==> src/rtl/mem_bus_arbiter.sv <==
// Three-master / three-slave memory bus arbiter: fixed priority m2 > m0 > m1 with a
// starvation guard for m1, and a one-cycle ACCESS followed by a one-cycle RESP per transaction.
module mem_bus_arbiter #(
  parameter int ADDR_W     = 32,
  parameter int DATA_W     = 32,
  parameter int STARVE_MAX = 8
) (
  input  logic              clk,
  input  logic              rst,
  input  logic              m0_req_i,
  input  logic              m0_we_i,
  input  logic [ADDR_W-1:0] m0_addr_i,
  input  logic [DATA_W-1:0] m0_data_i,
  output logic [DATA_W-1:0] m0_data_o,
  output logic              m0_rvalid_o,
  input  logic              m1_req_i,
  input  logic              m1_we_i,
  input  logic [ADDR_W-1:0] m1_addr_i,
  input  logic [DATA_W-1:0] m1_data_i,
  output logic [DATA_W-1:0] m1_data_o,
  output logic              m1_rvalid_o,
  input  logic              m2_req_i,
  input  logic              m2_we_i,
  input  logic [ADDR_W-1:0] m2_addr_i,
  input  logic [DATA_W-1:0] m2_data_i,
  output logic [DATA_W-1:0] m2_data_o,
  output logic              m2_rvalid_o,
  output logic [ADDR_W-1:0] s0_addr_o,
  output logic [DATA_W-1:0] s0_data_o,
  output logic              s0_we_o,
  input  logic [DATA_W-1:0] s0_data_i,
  output logic [ADDR_W-1:0] s1_addr_o,
  output logic [DATA_W-1:0] s1_data_o,
  output logic              s1_we_o,
  input  logic [DATA_W-1:0] s1_data_i,
  output logic [ADDR_W-1:0] s2_addr_o,
  output logic [DATA_W-1:0] s2_data_o,
  output logic              s2_we_o,
  input  logic [DATA_W-1:0] s2_data_i,
  output logic              hold_flag_o,
  output logic              dec_err_o
);

  typedef enum logic [1:0] {IDLE = 2'd0, ACCESS = 2'd1, RESP = 2'd2} state_t;

  localparam logic [1:0] NONE       = 2'd3;
  localparam logic [3:0] STARVE_LIM = 4'(STARVE_MAX);

  logic [2:0]             req;
  logic [2:0]             m_we;
  logic [2:0][ADDR_W-1:0] m_addr;
  logic [2:0][DATA_W-1:0] m_wdata;
  logic [2:0][DATA_W-1:0] s_rdata;

  assign req     = {m2_req_i, m1_req_i, m0_req_i};
  assign m_we    = {m2_we_i, m1_we_i, m0_we_i};
  assign m_addr  = {m2_addr_i, m1_addr_i, m0_addr_i};
  assign m_wdata = {m2_data_i, m1_data_i, m0_data_i};
  assign s_rdata = {s2_data_i, s1_data_i, s0_data_i};

  state_t                 state_q;
  logic [1:0]             owner_q;
  logic [1:0]             sel_q;
  logic                   we_q;
  logic [3:0]             starve_q;
  logic [2:0][ADDR_W-1:0] s_addr_q;
  logic [2:0][DATA_W-1:0] s_data_q;
  logic [2:0]             s_we_q;
  logic [2:0][DATA_W-1:0] m_rdata_q;
  logic [2:0]             m_rvalid_q;
  logic                   dec_err_q;

  logic [1:0]             winner;
  logic                   win_we;
  logic [ADDR_W-1:0]      win_addr;
  logic [DATA_W-1:0]      win_data;
  logic [1:0]             win_sel;
  logic [2:0]             win_hit;
  logic [DATA_W-1:0]      resp_data;

  function automatic logic [1:0] decode(input logic [ADDR_W-1:0] a);
    case (a[ADDR_W-1 -: 4])
      4'h0:    decode = 2'd0;
      4'h1:    decode = 2'd1;
      4'h2:    decode = 2'd2;
      default: decode = NONE;
    endcase
  endfunction

  // A starved fetch overrides the fixed order for exactly one grant.
  always_comb begin
    winner = NONE;
    if (req[1] && (starve_q == STARVE_LIM)) winner = 2'd1;
    else if (req[2])                         winner = 2'd2;
    else if (req[0])                         winner = 2'd0;
    else if (req[1])                         winner = 2'd1;
  end

  always_comb begin
    win_we   = 1'b0;
    win_addr = '0;
    win_data = '0;
    for (int n = 0; n < 3; n++) begin
      if (winner == 2'(n)) begin
        win_we   = m_we[n];
        win_addr = m_addr[n];
        win_data = m_wdata[n];
      end
    end
  end

  assign win_sel = decode(win_addr);

  for (genvar gi = 0; gi < 3; gi++) begin : g_hit
    assign win_hit[gi] = (win_sel == 2'(gi));
  end

  // Writes and undecoded addresses both answer with zero.
  always_comb begin
    resp_data = '0;
    if (!we_q) begin
      for (int k = 0; k < 3; k++) begin
        if (sel_q == 2'(k)) resp_data = s_rdata[k];
      end
    end
  end

  always_ff @(posedge clk or posedge rst) begin
    if (rst) begin
      state_q    <= IDLE;
      owner_q    <= NONE;
      sel_q      <= NONE;
      we_q       <= 1'b0;
      starve_q   <= '0;
      s_addr_q   <= '0;
      s_data_q   <= '0;
      s_we_q     <= '0;
      m_rdata_q  <= '0;
      m_rvalid_q <= '0;
      dec_err_q  <= 1'b0;
    end else begin
      m_rvalid_q <= '0;
      dec_err_q  <= 1'b0;
      case (state_q)
        ACCESS: begin
          s_addr_q <= '0;
          s_data_q <= '0;
          s_we_q   <= '0;
          for (int n = 0; n < 3; n++) begin
            if (owner_q == 2'(n)) begin
              m_rvalid_q[n] <= 1'b1;
              m_rdata_q[n]  <= resp_data;
            end
          end
          dec_err_q <= (sel_q == NONE);
          state_q   <= RESP;
        end
        default: begin
          if (req[1] && (winner != 2'd1))
            starve_q <= (starve_q == STARVE_LIM) ? STARVE_LIM : starve_q + 4'd1;
          else
            starve_q <= '0;
          if (winner != NONE) begin
            state_q <= ACCESS;
            owner_q <= winner;
            we_q    <= win_we;
            sel_q   <= win_sel;
            for (int k = 0; k < 3; k++) begin
              s_we_q[k]   <= win_hit[k] & win_we;
              s_addr_q[k] <= win_hit[k] ? win_addr : '0;
              s_data_q[k] <= win_hit[k] ? win_data : '0;
            end
          end else begin
            state_q <= IDLE;
            owner_q <= NONE;
          end
        end
      endcase
    end
  end

  assign hold_flag_o = m2_req_i | ((state_q != IDLE) && (owner_q == 2'd2));
  assign dec_err_o   = dec_err_q;

  assign m0_data_o   = m_rdata_q[0];
  assign m1_data_o   = m_rdata_q[1];
  assign m2_data_o   = m_rdata_q[2];
  assign m0_rvalid_o = m_rvalid_q[0];
  assign m1_rvalid_o = m_rvalid_q[1];
  assign m2_rvalid_o = m_rvalid_q[2];

  assign s0_addr_o   = s_addr_q[0];
  assign s1_addr_o   = s_addr_q[1];
  assign s2_addr_o   = s_addr_q[2];
  assign s0_data_o   = s_data_q[0];
  assign s1_data_o   = s_data_q[1];
  assign s2_data_o   = s_data_q[2];
  assign s0_we_o     = s_we_q[0];
  assign s1_we_o     = s_we_q[1];
  assign s2_we_o     = s_we_q[2];

endmodule

==> config.mk <==
export PLATFORM = sky130hd
export DESIGN_NAME = mem_bus_arbiter
export DESIGN_NICKNAME = d
export VERILOG_FILES = /design/src/rtl/mem_bus_arbiter.sv
export SDC_FILE = /design/constraint.sdc
export NUM_CORES = 1
export LEC_CHECK = 0
export CAP_MARGIN = 5
export CELL_PAD_IN_SITES_DETAIL_PLACEMENT = 0
export CELL_PAD_IN_SITES_GLOBAL_PLACEMENT = 1
export CORE_MARGIN = 10
export CORE_UTILIZATION = 30
export CTS_BUF_LIST = sky130_fd_sc_hd__clkbuf_4 sky130_fd_sc_hd__clkbuf_8
export DETAILED_ROUTE_END_ITERATION = 8
export GPL_TIMING_DRIVEN = 0
export PLACE_DENSITY_LB_ADDON = 0.1
export SLEW_MARGIN = 10
export SYNTH_ARGS = -nofsm -noshare
export SYNTH_HDL_FRONTEND = slang
export SYNTH_SLANG_ARGS = --single-unit
==> constraint.sdc <==
create_clock -name clk -period 18.1 [get_ports clk]
set_input_delay 3.62 -clock clk [delete_from_list [all_inputs] [get_ports clk]]
set_output_delay 3.62 -clock clk [all_outputs]
set_load 0.05 [all_outputs]
==> impl_metrics.csv, run 1 <==
group,metric,value,unit
synth,synth_area_per_cell,9.74,µm²
placement,place.gp.congestion,0.859,
synth,synth-xor-area-share,0,
hold_path,min-delay-path-class,"register to register",
synth,synth_nets,1757,
timing,period_minus_slack,8.47,ns
timing,layout_setup_ws,9.63,ns
synth,synthFlopType,"dfrtp_1",
clock_tree,clockBufferDepth,3,
drt,route.final.wire_length,70.8,mm
clock_tree,postCtsHoldBufs,0,
timing,tightestPinTransition,0.712,ns
setup_path,critical-path-top-delay-family,"buffers and inverters",
synth,yosysMostFrequentCell,"nand2_1",
clock_tree,postCtsSetupBuffers,0,
synth,muxShareOfSynthArea,0.0225,
timing,fin_setup_tns,0,ns
clock_tree,cts_made_buffers,56,
power_and_ir_drop,p_leak,9.17,nW
timing,drv_slew,0,
floorplan,die_x,238,µm
outcome,run_status,"complete, no violations",
drt,ant_nets,0,
global_route,grt_antenna_before_repair,18,
power_and_ir_drop,p_per_area,93.4,nW/µm²
drt,wire_per_inst,25.5,µm
synth,synth_seq_cells,306,
synth,yosys_warnings,0,
setup_path,worstSetupPathType,"input pin to output port",
cells_and_area,drive_gt1_frac,0.109,
clock_tree,clkTransAtPathRegs,0.06,ns
placement,io_buffers,590,
setup_path,required,14.48,ns
placement,pre_cts_ws,9.61,ns
setup_path,crit_path_end_kind,"output port",
drt,initialDrtViolationCount,785,
timing,hold_viol,0,
floorplan,dieArea,56500,µm²
placement,dpl_cell_area,21000,µm²
setup_path,cpPeakStageDelay,0.90,ns
synth,synth_compound_area_frac,0.268,
synth,synth_area,14200,µm²
drt,drc,0,
timing,clock.fmax,118,MHz
floorplan,fp-row-count,79,
clock_tree,clock_latency,0.63,ns
synth,seq_area_frac_synth,0.539,
clock_tree,cts.sinks,306,
setup_path,critPathBufInv,3,
power_and_ir_drop,p_total,0.00208,W
drt,vias,14200,
drt,avgViaCountPerCell,5.10,
power_and_ir_drop,max-vdd-ir-drop,40.3,µV
global_route,grt_pass1_wl,103,mm
timing,min_period_over_period,0.468,
floorplan,coreArea,46700,µm²
cells_and_area,final_area,22300,µm²
clock_tree,h-tree-depth,2,
synth,ys_top_cells_by_count,"nand2_1 (320), dfrtp_1 (302), o21ai_0 (137), o21ai_1 (121), clkbuf_1 (80)",
global_route,grt_pass1_vias,14700,
timing,grt_setup_unrepaired,"no",
global_route,grt_max_degree,89,
synth,yosys.area.top_type_share,0.532,
clock_tree,root_buffer,"clkbuf_8",
floorplan,top_level_ports,592,
synth,yosys.area.top_type,"dfrtp_1",
cells_and_area,fin_util,0.477,
setup_path,path_cells,"buf_2, inv_1, o21ai_0, clkdlybuf4s50_1",
clock_tree,cts-resized-gates,0,
setup_path,cp_max_fo,7,
timing,max_slew_margin,0.525,
synth,synthAdderAreaFrac,0.00176,
setup_path,crit_arrival,4.85,ns
synth,yosys.area_share.simple,0.116,
floorplan,start_util,0.305,
job,maxCapViolCount,0,
placement,hpwl,55.3,mm
clock_tree,cts_tree,"yes",
drt,drt_first_pass_iters,5,
synth,synth-edff-count,0,
cells_and_area,areaGrowthSynthToFinish,56.6,%
timing,setup-violations-final,0,
global_route,grt.overflow.total,0,
synth,async_reset_ff_frac,1.00,
synth,synth.area.top_cells,"dfrtp_1 (53%), nand2_1 (8.4%), o21ai_0 (4.8%)",
global_route,grt_use_total,0.243,
timing,clock_skew,0.0229,ns
cells_and_area,final_net_count,2408,
synth,synth_top_family_by_area,"compound AO/OA/AOI/OAI gates",
synth,synth_cells,1459,
setup_path,worstSetupStartpointType,"input pin",
synth,synth.distinct_cells,48,
setup_path,cpMaxStageDelayCell,"clkdlybuf4s50_1",
floorplan,die_h,238,µm
[routing by layer]
layer  track usage  up-vias  share of wire
met5             0        -        0.00049
met4        0.0849        6          0.027
met3        0.0804      113          0.079
met2         0.412      492           0.50
met1         0.284     6999           0.40
li1              -     6570              -
[path summary, 6_finish.rpt]
path	to	slack (ns)	cells after the start	start
setup / recovery	hold_flag_o	9.63	4	m2_req_i
min in group asynchronous	m1_data_o[26]	3.47	2	rst
setup reg to reg	s1_addr_o[21]	15.34	8	starve_q[0]
hold reg to reg	s1_data_o[17]	0.47	2	s1_data_o[17]
max in group asynchronous	s2_data_o[20]	13.71	3	rst
hold / removal	s1_data_o[17]	0.47	2	s1_data_o[17]
[worst min-delay path: stages, from the launching register on]
cell and delay, ns:
dfrtp_1 0.34, nand2_1 0.06, o21ai_2 0.05
[registers in the layout (all words and copies together), names as in the netlist]
signal and flops:
s0_data_o 32, m_rvalid_q 3, s1_addr_o 32, starve_q 4
we_q 1, m1_data_o 32, s2_addr_o 32, s2_data_o 32
sel_q 2, m2_data_o 32, m0_data_o 32, s_we_q 3
s0_addr_o 32, s1_data_o 32, owner_q 2, dec_err_o 1
state_q 2
[cells by family after synthesis]
| family | Yosys count |
|---|---|
| compound gates | 580 |
| fa+ha+maj | 2 |
| buf+inv | 148 |
| flops | 306 |
| mux | 32 |
| simple gates | 391 |
[report_power, final]
group	total, W	leakage [nW]	internal (W)	switching, W
combinational	0.000575	4.31	0.000203	0.000372
clock	0.000738	0.679	0.000425	0.000314
sequential	0.000767	4.19	0.000737	0.0000299
total	0.00208	9.17	0.00136	0.000716
[cell usage in the layout, fill, tap and decap left out, drive strengths merged, types with 3 or more instances in the layout]
cell	n
a21oi	64
a32o	3
and3	11
buf	57
clkbuf	175
clkdlybuf4s50	590
clkinv	12
dfrtp	302
dfstp	4
diode	15
inv	9
mux2i	32
nand2	323
nand2b	35
nor2	7
o2111ai	60
o211ai	62
o21ai	318
o2bb2ai	61
or2	3
[cell type report]
type	count	area [µm²]
Fill cell	4605	24400
Sequential cell	306	7660
Inverter	9	42.5
Clock inverter	14	124
Buffer	139	714
Multi-Input combinational cell	1005	5810
Clock buffer	90	1130
Timing Repair Buffer	593	5990
Antenna cell	15	37.5
Tap cell	607	759
[stage by stage]
step | std cells | hold WS, ns
floorplan | 1459 | 0.481
global placement | 2656 | 0.460
detailed placement | 2659 | 0.464
CTS | 2763 | 0.477
global route | 2777 | 0.501
finish | 2778 | 0.474
Power figures use the tool's default switching activity.
==> run 2: changes to the inputs <==
- clock period: 18.1 -> 8.2 ns (I/O delays scaled with it)
==> run 2 against run 1 <==
  * Flip-flop and latch count did not move
  * Sequential share of layout area rose by 0.091 points
  * Sequential power rose by 120%
  * Via count fell by 0.99%
  * Routed wire length fell by 0.35%
  * Design area fell by 0.26%
  * Critical path type unchanged
  * Register-to-register slack got worse by 10 ns
  * Utilization fell by 0.13 points
  * Critical path depth did not move
==> impl_metrics.csv, run 2 (synthesis gave the netlist of run 1 again) <==
group,metric,value,unit
setup_path,reg2reg_to,"s0_data_o[2]",
hold_path,min-delay-path-class,"register to register",
placement,hpwl,55.5,mm
clock_tree,h-tree-depth,2,
cells_and_area,final_common_cell,"clkdlybuf4s50_1",
clock_tree,root_buffer,"clkbuf_8",
setup_path,worstSetupStartpointType,"input pin",
global_route,grt.overflow.total,0,
drt,drt_first_pass_iters,5,
power_and_ir_drop,p_per_area,200,nW/µm²
setup_path,worstSetupPathType,"input pin to output port",
floorplan,coreArea,46700,µm²
timing,tightestPinTransition,0.762,ns
timing,grt_setup_unrepaired,"no",
setup_path,cp_max_fo,7,
outcome,run_status,"complete, no violations",
floorplan,die_h,238,µm
placement,io_buffers,590,
setup_path,reg2reg_from,"starve_q[0]",
timing,fin_hold_ws,0.473,ns
timing,max_slew_margin,0.492,
clock_tree,clockBufferDepth,3,
timing,min_period_over_period,0.549,
setup_path,critPathLaunch,"m2_req_i",
floorplan,dieArea,56500,µm²
hold_path,hp-start,"s1_data_o[24]",
setup_path,rrSetupSlack,5.39,ns
drt,vias,14000,
timing,clock_skew,0.0273,ns
timing,clock.fmax,222,MHz
hold_path,whs_path_depth,2,
clock_tree,postCtsSetupBuffers,0,
power_and_ir_drop,p_leak,9.14,nW
clock_tree,postCtsHoldBufs,0,
clock_tree,cts-resized-gates,0,
hold_path,worst_hold_path.endpoint,"s1_data_o[24]",
floorplan,start_util,0.305,
clock_tree,cts.sinks,306,
drt,initialDrtViolationCount,691,
global_route,grt_pass1_vias,14900,
clock_tree,clock_latency,0.65,ns
placement,place.gp.congestion,0.870,
global_route,grt_max_degree,37,
setup_path,required,6.56,ns
job,maxCapViolCount,0,
clock_tree,cts_made_buffers,55,
timing,setup-violations-final,0,
timing,fin_setup_tns,0,ns
cells_and_area,drive_gt1_frac,0.108,
floorplan,die_x,238,µm
drt,wire_per_inst,25.5,µm
drt,drc,0,
clock_tree,cts_tree,"yes",
setup_path,crit_arrival,2.87,ns
global_route,grt_antenna_before_repair,8,
timing,hold_viol,0,
floorplan,fp-row-count,79,
power_and_ir_drop,max-vdd-ir-drop,113,µV
setup_path,crit_path_end_kind,"output port",
cells_and_area,areaGrowthSynthToFinish,56.2,%
clock_tree,clkTransAtPathRegs,0.06,ns
setup_path,r2r_cells,8,
drt,avgViaCountPerCell,5.08,
timing,drv_slew,0,
global_route,grt_pass1_wl,103,mm
timing,period_minus_slack,4.51,ns
global_route,grt_use_total,0.242,
drt,route.final.wire_length,70.6,mm
cells_and_area,final_net_count,2414,
cells_and_area,mostFrequentLayoutCells,"clkdlybuf4s50_1 (590), nand2_1 (320), dfrtp_1 (302)",
floorplan,top_level_ports,592,
drt,ant_nets,0,
## run 2: changes by cell type in the layout (fill, tap and decap cells not counted)
cell,change
buf_12,+9
diode_2,-9
clkbuf_8,-8
clkinv_2,-5
clkbuf_4,+4
buf_16,-2
bufinv_16,-2
clkinvlp_4,+2
inv_8,-1
## run 2: cell type report
type / count / area [µm²]
buffer: 139 / 714
clock buffer: 86 / 1050
sequential: 306 / 7660
fill: 4636 / 24400
inverter: 9 / 38.8
tap: 607 / 759
timing repair buffer: 600 / 6110
antenna: 6 / 15.0
clock inverter: 8 / 46.3
multi-input combinational: 1005 / 5810
## run 2: worst max-delay path by stage
stage / to / slack, ns
3_5_place_dp: hold_flag_o / 3.67
6_report: hold_flag_o / 3.69
2_1_floorplan: dec_err_o / 2.49
3_3_place_gp: s0_data_o[20] / 0.02
4_1_cts: hold_flag_o / 3.67
5_1_grt: hold_flag_o / 3.57
## run 2: worst max-delay path: stages
cell	delay (ns)
buf_2	0.15
inv_1	0.07
o21ai_0	0.08
clkdlybuf4s50_1	0.92
## run 2: per-layer routing
metal  GRT usage  vias up  part of all wire
met3      0.0946       93             0.085
met1       0.278     6944              0.40
li1            -     6548                 -
met2       0.413      451              0.49
met5           0        -           0.00033
met4      0.0651        4             0.023
## run 2: where the power goes
group / leakage, nW / switching, W / total, W / internal (W)
registers: 4.19 / 0.0000641 / 0.00169 / 0.00163
clock network: 0.592 / 0.000661 / 0.00147 / 0.000808
logic: 4.36 / 0.000821 / 0.00127 / 0.000454
## run 2: metrics by stage
step                power [W]  area [µm²]  cells   util  setup WS (ns)
floorplan             0.00243       14200   1459      -           2.49
global placement      0.00298       20900   2656  0.448         0.0184
detailed placement    0.00300       21100   2666  0.452           3.67
CTS                   0.00450       22200   2760  0.476           3.67
global route          0.00465       22200   2766  0.476           3.57
finish                0.00444       22200   2766  0.476           3.69
